`config.mk`:
```
export PLATFORM = sky130hd
export DESIGN_NAME = rc4_stream_engine
export DESIGN_NICKNAME = d
export VERILOG_FILES = /design/src/rtl/rc4_stream_engine.sv
export SDC_FILE = /design/constraint.sdc
export NUM_CORES = 1
export LEC_CHECK = 0
export CAP_MARGIN = 10
export CORE_MARGIN = 5
export CORE_UTILIZATION = 25
export CTS_CLUSTER_DIAMETER = 150
export DETAILED_ROUTE_END_ITERATION = 10
export GPL_ROUTABILITY_DRIVEN = 1
export GPL_TIMING_DRIVEN = 0
export SETUP_SLACK_MARGIN = 0.3
export SLEW_MARGIN = 25
export SYNTH_ARGS = -nofsm -noshare
export SYNTH_HDL_FRONTEND = slang
export SYNTH_SLANG_ARGS = --single-unit
```
`constraint.sdc`:
```
create_clock -name clk -period 4.95 [get_ports clk]
set_input_delay 0.99 -clock clk [delete_from_list [all_inputs] [get_ports clk]]
set_output_delay 0.99 -clock clk [all_outputs]
set_load 0.01 [all_outputs]
```
`src/rtl/rc4_stream_engine.sv`:
```
// RC4 engine: S-box init, key scheduling (KSA) and keystream generation (PRGA)
// over an external synchronous 256x8 S RAM. Each PRGA byte is either XORed with
// the ciphertext ROM byte (decrypt) or written out raw (keystream dump).
module rc4_stream_engine #(
    parameter int unsigned KEY_BYTES = 3,
    parameter int unsigned MSG_LEN   = 32,
    localparam int unsigned AW = (MSG_LEN > 1) ? $clog2(MSG_LEN) : 1
) (
    input  logic                   clk,
    input  logic                   reset,
    input  logic                   start,
    input  logic                   mode,
    input  logic [8*KEY_BYTES-1:0] key,
    output logic                   busy,
    output logic                   done,
    output logic [7:0]             s_addr,
    output logic [7:0]             s_wdata,
    output logic                   s_we,
    input  logic [7:0]             s_rdata,
    output logic [AW-1:0]          ct_addr,
    input  logic [7:0]             ct_rdata,
    output logic [AW-1:0]          pt_addr,
    output logic [7:0]             pt_wdata,
    output logic                   pt_we
);

    localparam int unsigned KW = (KEY_BYTES > 1) ? $clog2(KEY_BYTES) : 1;

    typedef enum logic [3:0] {
        ST_IDLE,
        ST_INIT,
        ST_KSA_RI,
        ST_KSA_RJ,
        ST_KSA_WI,
        ST_KSA_WJ,
        ST_PRGA_RI,
        ST_PRGA_RJ,
        ST_PRGA_WI,
        ST_PRGA_WJ,
        ST_PRGA_RK,
        ST_PRGA_OUT,
        ST_DONE
    } state_t;

    state_t                 state;
    state_t                 state_nxt;

    logic                   start_q;
    logic                   accept;
    logic [8*KEY_BYTES-1:0] key_r;
    logic                   mode_r;
    logic [7:0]             i_r;
    logic [7:0]             j_r;
    logic [7:0]             si_r;
    logic [7:0]             sj_r;
    logic [KW-1:0]          kidx;
    logic [AW-1:0]          k_r;

    logic [7:0]             key_byte;
    logic [7:0]             i_inc;
    logic [7:0]             j_ksa;
    logic [7:0]             j_prga;
    logic [7:0]             ks_addr;
    logic                   k_last;
    logic                   kidx_last;

    // Start edge qualification and index arithmetic (all 8-bit, wrapping)
    always_comb begin
        accept    = start && !start_q && (state == ST_IDLE || state == ST_DONE);
        key_byte  = '0;
        for (int unsigned n = 0; n < KEY_BYTES; n++) begin
            if (kidx == KW'(n)) begin
                key_byte = key_r[8*(KEY_BYTES-1-n) +: 8];
            end
        end
        i_inc     = i_r + 8'd1;
        j_ksa     = j_r + s_rdata + key_byte;
        j_prga    = j_r + s_rdata;
        ks_addr   = si_r + sj_r;
        k_last    = (k_r == AW'(MSG_LEN - 1));
        kidx_last = (kidx == KW'(KEY_BYTES - 1));
    end

    // FSM state register
    always_ff @(posedge clk or negedge reset) begin
        if (!reset) begin
            state <= ST_IDLE;
        end else begin
            state <= state_nxt;
        end
    end

    // Next-state and memory-port decode; S read data is consumed the cycle after its address
    always_comb begin
        state_nxt = state;
        busy      = 1'b1;
        done      = 1'b0;
        s_addr    = '0;
        s_wdata   = '0;
        s_we      = 1'b0;
        ct_addr   = '0;
        pt_addr   = '0;
        pt_wdata  = '0;
        pt_we     = 1'b0;
        case (state)
            ST_IDLE: begin
                busy = 1'b0;
                if (accept) state_nxt = ST_INIT;
            end
            ST_INIT: begin
                s_we    = 1'b1;
                s_addr  = i_r;
                s_wdata = i_r;
                if (i_r == 8'hFF) state_nxt = ST_KSA_RI;
            end
            ST_KSA_RI: begin
                s_addr    = i_r;
                state_nxt = ST_KSA_RJ;
            end
            ST_KSA_RJ: begin
                s_addr    = j_ksa;
                state_nxt = ST_KSA_WI;
            end
            ST_KSA_WI: begin
                s_we      = 1'b1;
                s_addr    = i_r;
                s_wdata   = s_rdata;
                state_nxt = ST_KSA_WJ;
            end
            ST_KSA_WJ: begin
                s_we      = 1'b1;
                s_addr    = j_r;
                s_wdata   = si_r;
                state_nxt = (i_r == 8'hFF) ? ST_PRGA_RI : ST_KSA_RI;
            end
            ST_PRGA_RI: begin
                s_addr    = i_inc;
                state_nxt = ST_PRGA_RJ;
            end
            ST_PRGA_RJ: begin
                s_addr    = j_prga;
                state_nxt = ST_PRGA_WI;
            end
            ST_PRGA_WI: begin
                s_we      = 1'b1;
                s_addr    = i_r;
                s_wdata   = s_rdata;
                state_nxt = ST_PRGA_WJ;
            end
            ST_PRGA_WJ: begin
                s_we      = 1'b1;
                s_addr    = j_r;
                s_wdata   = si_r;
                state_nxt = ST_PRGA_RK;
            end
            ST_PRGA_RK: begin
                s_addr    = ks_addr;
                ct_addr   = k_r;
                state_nxt = ST_PRGA_OUT;
            end
            ST_PRGA_OUT: begin
                pt_we     = 1'b1;
                pt_addr   = k_r;
                pt_wdata  = mode_r ? s_rdata : (s_rdata ^ ct_rdata);
                state_nxt = k_last ? ST_DONE : ST_PRGA_RI;
            end
            ST_DONE: begin
                busy = 1'b0;
                done = 1'b1;
                if (accept) state_nxt = ST_INIT;
            end
            default: begin
                busy      = 1'b0;
                state_nxt = ST_IDLE;
            end
        endcase
    end

    // Datapath registers: start history, latched key/mode, RC4 indices and swap operands
    always_ff @(posedge clk or negedge reset) begin
        if (!reset) begin
            start_q <= 1'b0;
            key_r   <= '0;
            mode_r  <= 1'b0;
            i_r     <= '0;
            j_r     <= '0;
            si_r    <= '0;
            sj_r    <= '0;
            kidx    <= '0;
            k_r     <= '0;
        end else begin
            start_q <= start;
            if (accept) begin
                key_r  <= key;
                mode_r <= mode;
                i_r    <= '0;
            end
            case (state)
                ST_INIT: begin
                    // i wraps 255 -> 0 on the last init write, ready for KSA
                    i_r  <= i_inc;
                    j_r  <= '0;
                    kidx <= '0;
                end
                ST_KSA_RJ: begin
                    si_r <= s_rdata;
                    j_r  <= j_ksa;
                end
                ST_KSA_WJ: begin
                    i_r  <= i_inc;
                    kidx <= kidx_last ? '0 : kidx + 1'b1;
                    if (i_r == 8'hFF) begin
                        j_r <= '0;
                        k_r <= '0;
                    end
                end
                ST_PRGA_RI: begin
                    i_r <= i_inc;
                end
                ST_PRGA_RJ: begin
                    si_r <= s_rdata;
                    j_r  <= j_prga;
                end
                ST_PRGA_WI: begin
                    sj_r <= s_rdata;
                end
                ST_PRGA_OUT: begin
                    k_r <= k_last ? '0 : k_r + 1'b1;
                end
                default: ;
            endcase
        end
    end

endmodule

```
==> run metrics <==
IO buf count between 80 and 90; # H-tree levels 3; Syn Inst Count 512; required time of the critical path 3.96 ns; hpwl dp 10,000 um; drc violations 0; worst setup path category in2out; vias in the first global route 3,906; most frequent cells in the layout nand2_1 (87), clkdlybuf4s50_1 (70), dfrtp_1 (69); worst slew pin tran 0.799 ns; Arr. time, crit path 3.60 ns; RePlAce Congestion 0.893; hold slack 0.502 ns; cts bufs inserted 9; DR iter-0 viols 167; drt wl/cell between 15 and 20 um; fin cells 847; final worst path period need 4.59 ns; Fin Clk Skew around 0.0042 ns; Die Area 0.0216 mm2; Die W 147 um; Cell variety after synth 60; Final period util 0.928; register bit total from synthesis 69; # diodes 0; f_max between 200 and 250 MHz; via count 3,970; status complete, no violations; area occupied by multi-input gates 0.00294 mm2; DIE HEIGHT between 100 and 150 um; Vias/cell around 4.7; met1 usage 0.153; fillcell total 1,894; top cell type by total area after synthesis dfrtp_1; total track usage 0.123; I/O Pins 82; core area 0.0186 mm2; Syn Area/Cell slightly above 9 um2; Clock transition at path regs 0.05 ns; endpoints failing setup 0; fin nets a little under 700; Clock Path Buffers 2; post-synthesis sequential area ratio 0.368; Yosys top cell area share 0.368; CTS Sinks 69; placed instance count 828; worst-path fanout max 5; Initial Utilization 0.252; antenna-violating nets left 0; crit end category primary output; yosys warns 0; unrepaired setup endpoints after global routing true; # rows 50; drt first pass iters 4; Clk Latency, worst-skew pair approximately 0.35 ns; register area about 0.0017 mm2; pwr dens 321 mW/mm2; leakage around 2.8 nW; most common cell after layout, fill and taps aside nand2_1; largest net degree at the start of global routing 41; global route overflow 0; Final Hold Vio Count 0; met2 Usage GRT 0.205; Peak VDD IR 0.206 mV; initial antenna violation count 0; startpoint types input pin; first-pass GRT wire length 21,000 um; clk root buf clkbuf_16; share of layout cells above drive strength 1 0.166; Slew Limit Fails 0; area delta synth->final 33.8%; Post-synth EDFFs 0; max_cap viols 0; Post-Syn Nets 583; Primary FF master, synth dfrtp_1; WL final around 13,000 um; hold crit path type reg2reg; top cells by area, synth dfrtp_1 (37%), mux2_2 (7.7%), nand2_1 (7.0%); Async S/R FF share, synth 1.00; Post-Syn Area 0.00469 mm2; relative slew slack 0.466; GR Util met3 0.0376; CTS tree yes; busiest grt layer met2
==> final timing paths <==
| path | from | to | slack (ns) | cells past startpoint |
|---|---|---|---|---|
| min in group asynchronous | reset | key_r[11] | 0.58 | 1 |
| hold reg to reg | key_r[2] | key_r[2] | 0.50 | 1 |
| max in group asynchronous | reset | si_r[1] | 3.82 | 2 |
| setup / recovery | s_rdata[0] | s_addr[4] | 0.36 | 13 |
| setup reg to reg | kidx[0] | j_r[7] | 2.16 | 13 |
| hold / removal | key_r[2] | key_r[2] | 0.50 | 1 |
==> Yosys cell counts (8+ instances only) <==
| library cell | n |
|---|---|
| xor2_1 | 8 |
| and2_1 | 8 |
| and3_1 | 8 |
| a21oi_1 | 17 |
| clkbuf_1 | 10 |
| nand2_1 | 87 |
| nand3_1 | 10 |
| inv_1 | 14 |
| ha_1 | 24 |
| xnor2_1 | 18 |
| mux2_2 | 32 |
| nor2_1 | 29 |
| mux2i_1 | 8 |
| nor2b_1 | 16 |
| a22oi_1 | 12 |
| dfrtp_1 | 69 |
| nand2b_1 | 11 |
| o21ai_0 | 35 |
| nor3_1 | 9 |
==> area by class of cell <==
class	count	share of cell area
Multi-Input combinational cell	407	0.469
Buffer	21	0.0165
Sequential cell	69	0.275
Clock buffer	12	0.0409
Timing Repair Buffer	85	0.132
Clock inverter	4	0.0112
Tap cell	234	0.0467
Inverter	15	0.00897
==> flip-flops by register name, summed over array words and instances, names as in the netlist <==
signal / count
k_r: 5
si_r: 8
state: 4
key_r: 24
sj_r: 8
j_r: 8
mode_r: 1
start_q: 1
kidx: 2
i_r: 8
==> critical path, cell delays in order <==
cell and delay (ns):
buf_2 0.15, ha_4 0.19, fa_2 0.37, a21o_1 0.20, a21oi_4 0.16, xnor2_2 0.10
ha_1 0.32, o21ai_1 0.09, a2bb2oi_1 0.14, a22oi_2 0.19, o311ai_1 0.13, a221o_1 0.32
clkdlybuf4s15_1 0.25
==> stage by stage <==
stage          area, um2  power [W]   util  setup WS [ns]  TNS, ns
2_1_floorplan       4690    0.00104      -          0.764        0
3_3_place_gp        5790    0.00117  0.312         -0.626    -2.79
3_5_place_dp        5810    0.00117  0.313         -0.623    -2.81
4_1_cts             6240    0.00201  0.336          0.302        0
5_1_grt             6280    0.00214  0.338          0.230        0
6_report            6280    0.00202  0.338          0.356        0
==> metal layers <==
layer,vias up,wire length [um]
li1,2006,-
met1,1862,6030
met2,85,6140
met3,17,678
met4,0,284
met5,-,0
==> kinds of logic after synthesis <==
group / Yosys count / synth area share
xor+xnor: 27 / 0.0544
buf+inv: 36 / 0.0339
simple gates: 194 / 0.201
compound gates: 119 / 0.172
flops: 69 / 0.368
mux: 40 / 0.0939
fa+ha+maj: 27 / 0.0768
==> report_power, final <==
group,switching [W],internal (W)
clock,0.000249,0.000467
sequential,0.0000443,0.000604
combinational,0.000329,0.000324
total,0.000622,0.00140
==> what timing repair did <==
| item | 4_1_cts | 5_1_grt |
|---|---|---|
| setup buffers | 2 | 1 |
| gates resized for setup | 47 | 12 |
| hold buffers | 0 | 0 |
| pin swaps | 9 | 7 |
| endpoints found under the setup margin | 7 | 6 |
Power figures use the tool's default switching activity.
